<file path="src/rtl/float_add.sv">
// Single-precision (binary32) floating-point adder with a start/valid handshake.
// One add at a time. The work is split over ALIGN, ADD, NORM and ROUND, and the
// packed result is registered on the edge that enters DONE. ROUND takes two
// cycles: the increment is computed in the first cycle, and the carry-out
// renormalisation, overflow/underflow check and packing happen in the second.
// This keeps the start-to-valid latency at five edges.
module float_add (
  input  logic        clk,
  input  logic        rst,
  input  logic        start,
  input  logic [31:0] X,
  input  logic [31:0] Y,
  output logic        valid,
  output logic [31:0] sum
);

  typedef enum logic [2:0] {
    S_IDLE,
    S_ALIGN,
    S_ADD,
    S_NORM,
    S_ROUND,
    S_DONE
  } state_e;

  localparam logic [31:0] QNAN = 32'h7FC0_0000;

  state_e state_q, state_d;

  // Latched operands.
  logic [31:0] x_q, y_q;

  // ALIGN outputs. Mantissas are {hidden, fraction[22:0], guard, round, sticky}.
  logic              special_q;
  logic [31:0]       special_val_q;
  logic              res_sign_q;
  logic              eff_sub_q;
  logic signed [9:0] exp_q;
  logic [26:0]       ma_q, mb_q;

  // ADD output: carry bit plus 27-bit magnitude.
  logic [27:0] add_q;

  // NORM outputs.
  logic [26:0] norm_q;
  logic        zero_q;

  // ROUND outputs.
  logic        round_step_q;
  logic [24:0] rnd_q;

  // Output registers.
  logic        valid_q;
  logic [31:0] sum_q;

  logic accept;
  assign accept = start && ((state_q == S_IDLE) || (state_q == S_DONE));

  // ---------------------------------------------------------------- unpack
  logic       sx, sy;
  logic [7:0] ex, ey;
  logic [22:0] fx, fy;
  logic x_nan, y_nan, x_inf, y_inf, x_zero, y_zero, x_big;

  assign sx = x_q[31];
  assign sy = y_q[31];
  assign ex = x_q[30:23];
  assign ey = y_q[30:23];
  assign fx = x_q[22:0];
  assign fy = y_q[22:0];

  // A zero exponent field covers both zero and denormals; both are treated as zero.
  assign x_zero = (ex == 8'h00);
  assign y_zero = (ey == 8'h00);
  assign x_nan  = (ex == 8'hFF) && (fx != 23'd0);
  assign y_nan  = (ey == 8'hFF) && (fy != 23'd0);
  assign x_inf  = (ex == 8'hFF) && (fx == 23'd0);
  assign y_inf  = (ey == 8'hFF) && (fy == 23'd0);
  // On equal magnitudes X is taken as the larger operand. The difference is then zero.
  assign x_big  = ({ex, fx} >= {ey, fy});

  // ------------------------------------------------------------------ align
  logic [7:0]  ea, eb, diff;
  logic [22:0] fa, fb;
  logic [53:0] shift_full;
  logic [26:0] ma_d, mb_d;
  logic        special_d;
  logic [31:0] special_val_d;

  // Order the operands by magnitude, barrel-shift the smaller one, and resolve special cases.
  // NOTE: every always_comb output gets a default first, so no path can infer a latch.
  always_comb begin
    ea         = x_big ? ex : ey;
    eb         = x_big ? ey : ex;
    fa         = x_big ? fx : fy;
    fb         = x_big ? fy : fx;
    diff       = ea - eb;
    ma_d       = {1'b1, fa, 3'b000};
    shift_full = {1'b1, fb, 3'b000, 27'd0} >> diff;
    if (diff >= 8'd26) begin
      mb_d = 27'd1;
    end else begin
      mb_d = {shift_full[53:28], shift_full[27] | (|shift_full[26:0])};
    end

    special_d     = 1'b1;
    special_val_d = 32'd0;
    if (x_nan || y_nan || (x_inf && y_inf && (sx != sy))) begin
      special_val_d = QNAN;
    end else if (x_inf) begin
      special_val_d = {sx, 8'hFF, 23'd0};
    end else if (y_inf) begin
      special_val_d = {sy, 8'hFF, 23'd0};
    end else if (x_zero && y_zero) begin
      special_val_d = {sx & sy, 31'd0};
    end else if (x_zero) begin
      special_val_d = y_q;
    end else if (y_zero) begin
      special_val_d = x_q;
    end else begin
      special_d = 1'b0;
    end
  end

  // -------------------------------------------------------------------- add
  logic [27:0] add_d;

  // The larger magnitude is always in ma_q, so subtraction never goes negative.
  always_comb begin
    if (eff_sub_q) add_d = {1'b0, ma_q} - {1'b0, mb_q};
    else           add_d = {1'b0, ma_q} + {1'b0, mb_q};
  end

  // ------------------------------------------------------------------- norm
  logic [4:0]        lzc;
  logic              lz_found;
  logic [26:0]       norm_d;
  logic              zero_d;
  logic signed [9:0] norm_exp_d;

  // Carry-out shifts right once. Otherwise shift left by the leading-zero count of the magnitude.
  always_comb begin
    lzc      = 5'd0;
    lz_found = 1'b0;
    for (int i = 26; i >= 0; i--) begin
      if (!lz_found && add_q[i]) begin
        lzc      = 5'(26 - i);
        lz_found = 1'b1;
      end
    end

    zero_d     = 1'b0;
    norm_d     = add_q[26:0];
    norm_exp_d = exp_q;
    if (add_q[27]) begin
      norm_d     = {add_q[27:2], add_q[1] | add_q[0]};
      norm_exp_d = exp_q + 10'sd1;
    end else if (!lz_found) begin
      zero_d = 1'b1;
    end else begin
      norm_d     = add_q[26:0] << lzc;
      norm_exp_d = exp_q - signed'({5'd0, lzc});
    end
  end

  // ------------------------------------------------------------------ round
  logic              round_up;
  logic [24:0]       rnd_d;
  logic signed [9:0] exp_fin;
  logic [22:0]       frac_fin;
  logic [31:0]       pack_d;

  // Round to nearest even, then renormalise on carry and pack with overflow/underflow handling.
  always_comb begin
    round_up = norm_q[2] & (norm_q[1] | norm_q[0] | norm_q[3]);
    rnd_d    = {1'b0, norm_q[26:3]} + {24'd0, round_up};

    exp_fin  = exp_q + (rnd_q[24] ? 10'sd1 : 10'sd0);
    frac_fin = rnd_q[24] ? rnd_q[23:1] : rnd_q[22:0];

    if (special_q) begin
      pack_d = special_val_q;
    end else if (zero_q) begin
      pack_d = 32'd0;
    end else if (exp_fin >= 10'sd255) begin
      pack_d = {res_sign_q, 8'hFF, 23'd0};
    end else if (exp_fin <= 10'sd0) begin
      pack_d = {res_sign_q, 31'd0};
    end else begin
      pack_d = {res_sign_q, exp_fin[7:0], frac_fin};
    end
  end

  // -------------------------------------------------------------------- fsm
  // Next-state logic: one pass through the stages per accepted start.
  always_comb begin
    state_d = state_q;
    case (state_q)
      S_IDLE:  if (start) state_d = S_ALIGN;
      S_ALIGN: state_d = S_ADD;
      S_ADD:   state_d = S_NORM;
      S_NORM:  state_d = S_ROUND;
      S_ROUND: if (round_step_q) state_d = S_DONE;
      S_DONE:  if (start) state_d = S_ALIGN;
      default: state_d = S_IDLE;
    endcase
  end

  // State register.
  // NOTE: sequential blocks use non-blocking assignments only, so every register samples pre-edge values.
  always_ff @(posedge clk or negedge rst) begin
    if (!rst) state_q <= S_IDLE;
    else      state_q <= state_d;
  end

  // Datapath registers: each stage loads its results while the FSM is in that stage.
  // NOTE: the datapath registers are reset too, so a reset clears the latched operands and all stage results.
  always_ff @(posedge clk or negedge rst) begin
    if (!rst) begin
      x_q           <= 32'd0;
      y_q           <= 32'd0;
      special_q     <= 1'b0;
      special_val_q <= 32'd0;
      res_sign_q    <= 1'b0;
      eff_sub_q     <= 1'b0;
      exp_q         <= 10'sd0;
      ma_q          <= 27'd0;
      mb_q          <= 27'd0;
      add_q         <= 28'd0;
      norm_q        <= 27'd0;
      zero_q        <= 1'b0;
      rnd_q         <= 25'd0;
    end else begin
      case (state_q)
        S_IDLE, S_DONE: begin
          if (start) begin
            x_q <= X;
            y_q <= Y;
          end
        end
        S_ALIGN: begin
          special_q     <= special_d;
          special_val_q <= special_val_d;
          res_sign_q    <= x_big ? sx : sy;
          eff_sub_q     <= sx ^ sy;
          exp_q         <= signed'({2'b00, ea});
          ma_q          <= ma_d;
          mb_q          <= mb_d;
        end
        S_ADD: add_q <= add_d;
        S_NORM: begin
          norm_q <= norm_d;
          zero_q <= zero_d;
          exp_q  <= norm_exp_d;
        end
        S_ROUND: if (!round_step_q) rnd_q <= rnd_d;
        default: ;
      endcase
    end
  end

  // Handshake and result registers: valid drops on an accepted start, and sum and valid load on ROUND -> DONE.
  always_ff @(posedge clk or negedge rst) begin
    if (!rst) begin
      round_step_q <= 1'b0;
      valid_q      <= 1'b0;
      sum_q        <= 32'd0;
    end else begin
      round_step_q <= (state_q == S_ROUND) && !round_step_q;
      if (accept) begin
        valid_q <= 1'b0;
      end else if ((state_q == S_ROUND) && round_step_q) begin
        valid_q <= 1'b1;
        sum_q   <= pack_d;
      end
    end
  end

  assign valid = valid_q;
  assign sum   = sum_q;

endmodule

</file>
<file path="config.mk">
export PLATFORM = sky130hd
export DESIGN_NAME = float_add
export DESIGN_NICKNAME = d
export VERILOG_FILES = /design/src/rtl/float_add.sv
export SDC_FILE = /design/constraint.sdc
export NUM_CORES = 1
export LEC_CHECK = 0
export CORE_AREA = 8 8 236 238
export CTS_CLUSTER_DIAMETER = 80
export DETAILED_ROUTE_END_ITERATION = 16
export DIE_AREA = 0 0 244 246
export GPL_TIMING_DRIVEN = 0
export SLEW_MARGIN = 20
export SYNTH_ARGS = -nofsm -noshare
export SYNTH_HDL_FRONTEND = slang
export SYNTH_SLANG_ARGS = --single-unit
</file>
<file path="constraint.sdc">
create_clock -name clk -period 5.36 [get_ports clk]
set_clock_uncertainty 0.05 [all_clocks]
set_input_delay 1.608 -clock clk [delete_from_list [all_inputs] [get_ports clk]]
set_output_delay 1.608 -clock clk [all_outputs]
set_load 0.02 [all_outputs]
</file>
==> flow_results.xml <==
<?xml version="1.0" encoding="UTF-8"?>
<metrics>
  <group name="outcome">
    <metric name="run_status" unit="">complete, no violations</metric>
  </group>
  <group name="die">
    <metric name="initial_core_util" unit="%">38.6</metric>
    <metric name="row_count" unit="">84</metric>
    <metric name="pin_count" unit="">100</metric>
    <metric name="dieWidth" unit="um">244</metric>
    <metric name="die_area" unit="sq mm">0.0600</metric>
    <metric name="chipHeight" unit="um">246</metric>
    <metric name="design.core.area" unit="sq mm">0.0520</metric>
  </group>
  <group name="routing">
    <metric name="detail_route.vias_per_cell" unit="">5.93</metric>
    <metric name="firstDrtPassIters" unit="">6</metric>
    <metric name="detail-route-antenna-nets" unit="">0</metric>
    <metric name="dr_total_vias" unit="">19500</metric>
    <metric name="drt-total-wl" unit="um">80200</metric>
    <metric name="detail_route.iter0.violations" unit="">1686</metric>
    <metric name="detail_route.wl_per_cell" unit="um">24.4</metric>
    <metric name="remaining_drc_errors" unit="">0</metric>
  </group>
  <group name="global_route">
    <metric name="via_count_of_the_first_global_routing_pass" unit="">19100</metric>
    <metric name="antenna_found_initial" unit="">0</metric>
    <metric name="grt_overflow" unit="">0</metric>
    <metric name="grt_max_degree" unit="">83</metric>
    <metric name="track_usage" unit="%">25.9</metric>
    <metric name="grt_pass1_wl" unit="um">121000</metric>
  </group>
  <group name="cells_and_area">
    <metric name="multi_input_area" unit="sq mm">0.0126</metric>
    <metric name="layout.nets" unit="">2733</metric>
    <metric name="filler_cell_count" unit="">5105</metric>
    <metric name="areaGrowthSynthToFinish" unit="%">20.8</metric>
    <metric name="postLayoutCoreUtil" unit="%">46.6</metric>
    <metric name="ff_latch_area" unit="sq mm">0.00701</metric>
    <metric name="post_layout_nonfiller_instances" unit="">3284</metric>
    <metric name="final_layout_size_suffix_gt1_share" unit="%">15.6</metric>
    <metric name="insertedDiodeCount" unit="">0</metric>
  </group>
  <group name="cts">
    <metric name="clock_tree.root_cell" unit="">sky130_fd_sc_hd__clkbuf_16</metric>
    <metric name="clk_latency_worst_skew_pair" unit="ns">0.57</metric>
    <metric name="path_clk_slew" unit="ns">0.06</metric>
    <metric name="cts.path.max_buffers" unit="">3</metric>
    <metric name="clock_tree_from_tritoncts" unit="">built</metric>
    <metric name="cts.sink_count" unit="">278</metric>
    <metric name="htree_num_levels" unit="">2</metric>
    <metric name="cts_inserted_buffers" unit="">37</metric>
  </group>
  <group name="setup_path">
    <metric name="cp_data_required_time" unit="ns">5.75</metric>
    <metric name="timing.reg2reg.setup_slack" unit="ns">0.06</metric>
    <metric name="start_kind" unit="">flop</metric>
    <metric name="crit-reg2reg-launch" unit="">y_q[23]</metric>
    <metric name="worst_ep_arrival_time" unit="ns">5.69</metric>
    <metric name="cp-end-kind" unit="">flop</metric>
    <metric name="r2r.worst_path.cells" unit="">23</metric>
    <metric name="rr_endpoint" unit="">mb_q[0]</metric>
    <metric name="worstSetupPathType" unit="">flop to flop</metric>
    <metric name="worstPathMaxFanout" unit="">10</metric>
  </group>
  <group name="synthesis">
    <metric name="synth.area.top_cells" unit="">sky130_fd_sc_hd__dfrtp_1 (35%), sky130_fd_sc_hd__ha_1 (6.0%), sky130_fd_sc_hd__nand2_1 (5.5%)</metric>
    <metric name="yosysTopAreaCell" unit="">sky130_fd_sc_hd__dfrtp_1</metric>
    <metric name="synth_area_per_cell" unit="sq um">8.43</metric>
    <metric name="netlist-cell-type-count" unit="">101</metric>
    <metric name="synth.top_cell.area_share" unit="%">34.6</metric>
    <metric name="synth_cells" unit="">2382</metric>
    <metric name="yosys_warnings" unit="">0</metric>
    <metric name="ys.flop_type" unit="">sky130_fd_sc_hd__dfrtp_1</metric>
    <metric name="synth_fp_nets" unit="">2547</metric>
    <metric name="synth.yosys.seq_area_share" unit="%">34.6</metric>
    <metric name="ys_async_sr_fraction" unit="%">100</metric>
    <metric name="yosys_register_bits" unit="">278</metric>
    <metric name="number_of_flops_mapped_to_enable_cells_by_yosys" unit="">0</metric>
    <metric name="syn_area" unit="sq mm">0.0201</metric>
  </group>
  <group name="timing">
    <metric name="setup-violations-final" unit="">0</metric>
    <metric name="slew-limit-headroom" unit="%">23.0</metric>
    <metric name="max_freq" unit="GHz">0.189</metric>
    <metric name="worstMarginPinSlew" unit="ns">1.15</metric>
    <metric name="rsz0062_at_grt" unit="">true</metric>
    <metric name="timing.final.crit_period" unit="ns">5.30</metric>
    <metric name="final.period_utilization" unit="%">98.8</metric>
    <metric name="finalHoldViolCount" unit="">0</metric>
    <metric name="finalMaxSlewViolations" unit="">0</metric>
    <metric name="setup-tns-final" unit="ns">0</metric>
  </group>
  <group name="worst_hold_path">
    <metric name="worstHoldPathType" unit="">flop to flop</metric>
    <metric name="whs_endpoint" unit="">norm_q[0]</metric>
    <metric name="min_delay_path_depth" unit="">2</metric>
    <metric name="hp-start" unit="">norm_q[0]</metric>
  </group>
  <group name="place">
    <metric name="numPlacedInstances" unit="">3174</metric>
    <metric name="gp_congestion" unit="">0.971</metric>
    <metric name="dp_hpwl" unit="um">61400</metric>
    <metric name="portBuffers" unit="">99</metric>
  </group>
  <group name="run">
    <metric name="drv_cap" unit="">0</metric>
  </group>
</metrics>
==> worst max path at each step <==
| stage | cells past startpoint | end | startpoint |
|---|---|---|---|
| finish | 23 | mb_q[0] | y_q[23] |
| global route | 24 | mb_q[0] | x_q[0] |
| CTS | 27 | mb_q[0] | y_q[18] |
| detailed placement | 26 | mb_q[0] | y_q[14] |
| global placement | 1 | exp_q[1] | rst |
| floorplan | 27 | mb_q[0] | y_q[14] |
==> flip-flops by register name (all words and copies together) (netlist names) <==
name,flops
exp_q,10
x_q,32
mb_q,27
res_sign_q,1
sum,32
zero_q,1
special_q,1
valid,1
eff_sub_q,1
y_q,32
round_step_q,1
ma_q,24
rnd_q,25
norm_q,27
state_q,3
add_q,28
special_val_q,32
==> metrics by stage <==
stage | worst slack (ns) | instance area (sq um) | hold slack, ns
after detailed placement | -2.29 | 22100 | 0.435
after CTS | -0.0343 | 23900 | 0.448
after global placement | -9.33 | 21900 | 0.422
final | 0.0631 | 24300 | 0.440
after floorplan | 0.0879 | 20100 | 0.399
after global routing | -0.125 | 24300 | 0.467
==> layout by cell type, fill, tap and decap left out, types with 26 or more instances in the layout <==
cell,instances
sky130_fd_sc_hd__a21oi_1,156
sky130_fd_sc_hd__a22oi_1,65
sky130_fd_sc_hd__a31oi_1,44
sky130_fd_sc_hd__buf_4,52
sky130_fd_sc_hd__clkbuf_1,114
sky130_fd_sc_hd__clkbuf_16,38
sky130_fd_sc_hd__clkdlybuf4s50_1,98
sky130_fd_sc_hd__dfrtp_1,232
sky130_fd_sc_hd__dfrtp_2,46
sky130_fd_sc_hd__ha_1,87
sky130_fd_sc_hd__inv_1,99
sky130_fd_sc_hd__mux2_2,82
sky130_fd_sc_hd__mux2i_1,90
sky130_fd_sc_hd__nand2_1,293
sky130_fd_sc_hd__nand3_1,34
sky130_fd_sc_hd__nor2_1,221
sky130_fd_sc_hd__nor3_1,47
sky130_fd_sc_hd__o211ai_1,28
sky130_fd_sc_hd__o21ai_0,181
sky130_fd_sc_hd__xnor2_1,43
sky130_fd_sc_hd__xor2_1,26
==> what timing repair did <==
item / in CTS / in global routing
hold buffers: 0 / 0
pin swaps: 16 / 21
setup buffers: 31 / 17
gates resized for setup: 118 / 73
endpoints found under the setup margin: 31 / 29
==> cells by family (layout without fill, tap and decap cells) <==
logic type / after synthesis / in the layout / share of synthesized area [%]
adders and majority gates: 98 / 98 / 6.18
xor gates and xnor gates: 72 / 72 / 3.18
buffers and inverters: 266 / 480 / 5.29
and+or+nand+nor: 767 / 767 / 17.3
AOI/OAI and AO/OA: 711 / 711 / 23.0
DFF: 278 / 278 / 34.6
muxes: 190 / 190 / 10.4
==> metal layers <==
layer | up-vias | track usage [%] | part of all wire [%]
met3 | 208 | 3.36 | 5.4
met4 | 0 | 13.0 | 5.9
li1 | 9013 | - | -
met1 | 9511 | 32.6 | 41
met2 | 752 | 43.3 | 47
met5 | - | 0 | 0
==> worst max-delay path, stage by stage (launching register included) <==
cell and delay (ns):
sky130_fd_sc_hd__dfrtp_2 0.43, sky130_fd_sc_hd__clkinvlp_4 0.18, sky130_fd_sc_hd__ha_4 0.31, sky130_fd_sc_hd__nand2_1 0.08
sky130_fd_sc_hd__or4_4 0.53, sky130_fd_sc_hd__nor3_4 0.37, sky130_fd_sc_hd__a21oi_4 0.11, sky130_fd_sc_hd__buf_8 0.14
sky130_fd_sc_hd__buf_12 0.12, sky130_fd_sc_hd__buf_8 0.12, sky130_fd_sc_hd__nor2_1 0.09, sky130_fd_sc_hd__a21oi_1 0.05
sky130_fd_sc_hd__ha_2 0.18, sky130_fd_sc_hd__buf_4 0.14, sky130_fd_sc_hd__o41ai_4 0.42, sky130_fd_sc_hd__buf_12 0.21
sky130_fd_sc_hd__buf_12 0.15, sky130_fd_sc_hd__mux2_4 0.33, sky130_fd_sc_hd__a221oi_4 0.33, sky130_fd_sc_hd__nor3_4 0.08
sky130_fd_sc_hd__nor4_2 0.27, sky130_fd_sc_hd__a31oi_1 0.13, sky130_fd_sc_hd__o22ai_1 0.18, sky130_fd_sc_hd__o311ai_2 0.12
==> area by class of cell <==
cell class | count | share of cell area (%)
Clock inverter | 12 | 0.603
Inverter | 111 | 1.74
Buffer | 151 | 3.04
Multi-Input combinational cell | 1838 | 51.7
Tap cell | 688 | 3.55
Timing Repair Buffer | 151 | 5.96
Sequential cell | 278 | 28.9
Clock buffer | 55 | 4.47
==> cells in the mapped netlist (all sizes together), types with 6 or more instances <==
cell and instances:
a211oi 24, a21o 21, a21oi 164, a221o 6, a221oi 17, a22oi 67
a31o 9, a31oi 45, and2 8, and3 18, buf 39, clkbuf 116
dfrtp 278, ha 96, inv 110, mux2 88, mux2i 97, nand2 298
nand2b 17, nand3 34, nand4 22, nor2 225, nor2b 13, nor3 55
nor4 24, o2111ai 8, o211a 6, o211ai 28, o21a 9, o21ai 196
o21bai 6, o22ai 26, o311a 8, o31ai 7, or2 11, or3 18
xnor2 45, xor2 27
Power is left out: the tool's default activity adds up to more than one toggle a clock period on the data nets, which glitch-free logic cannot reach.
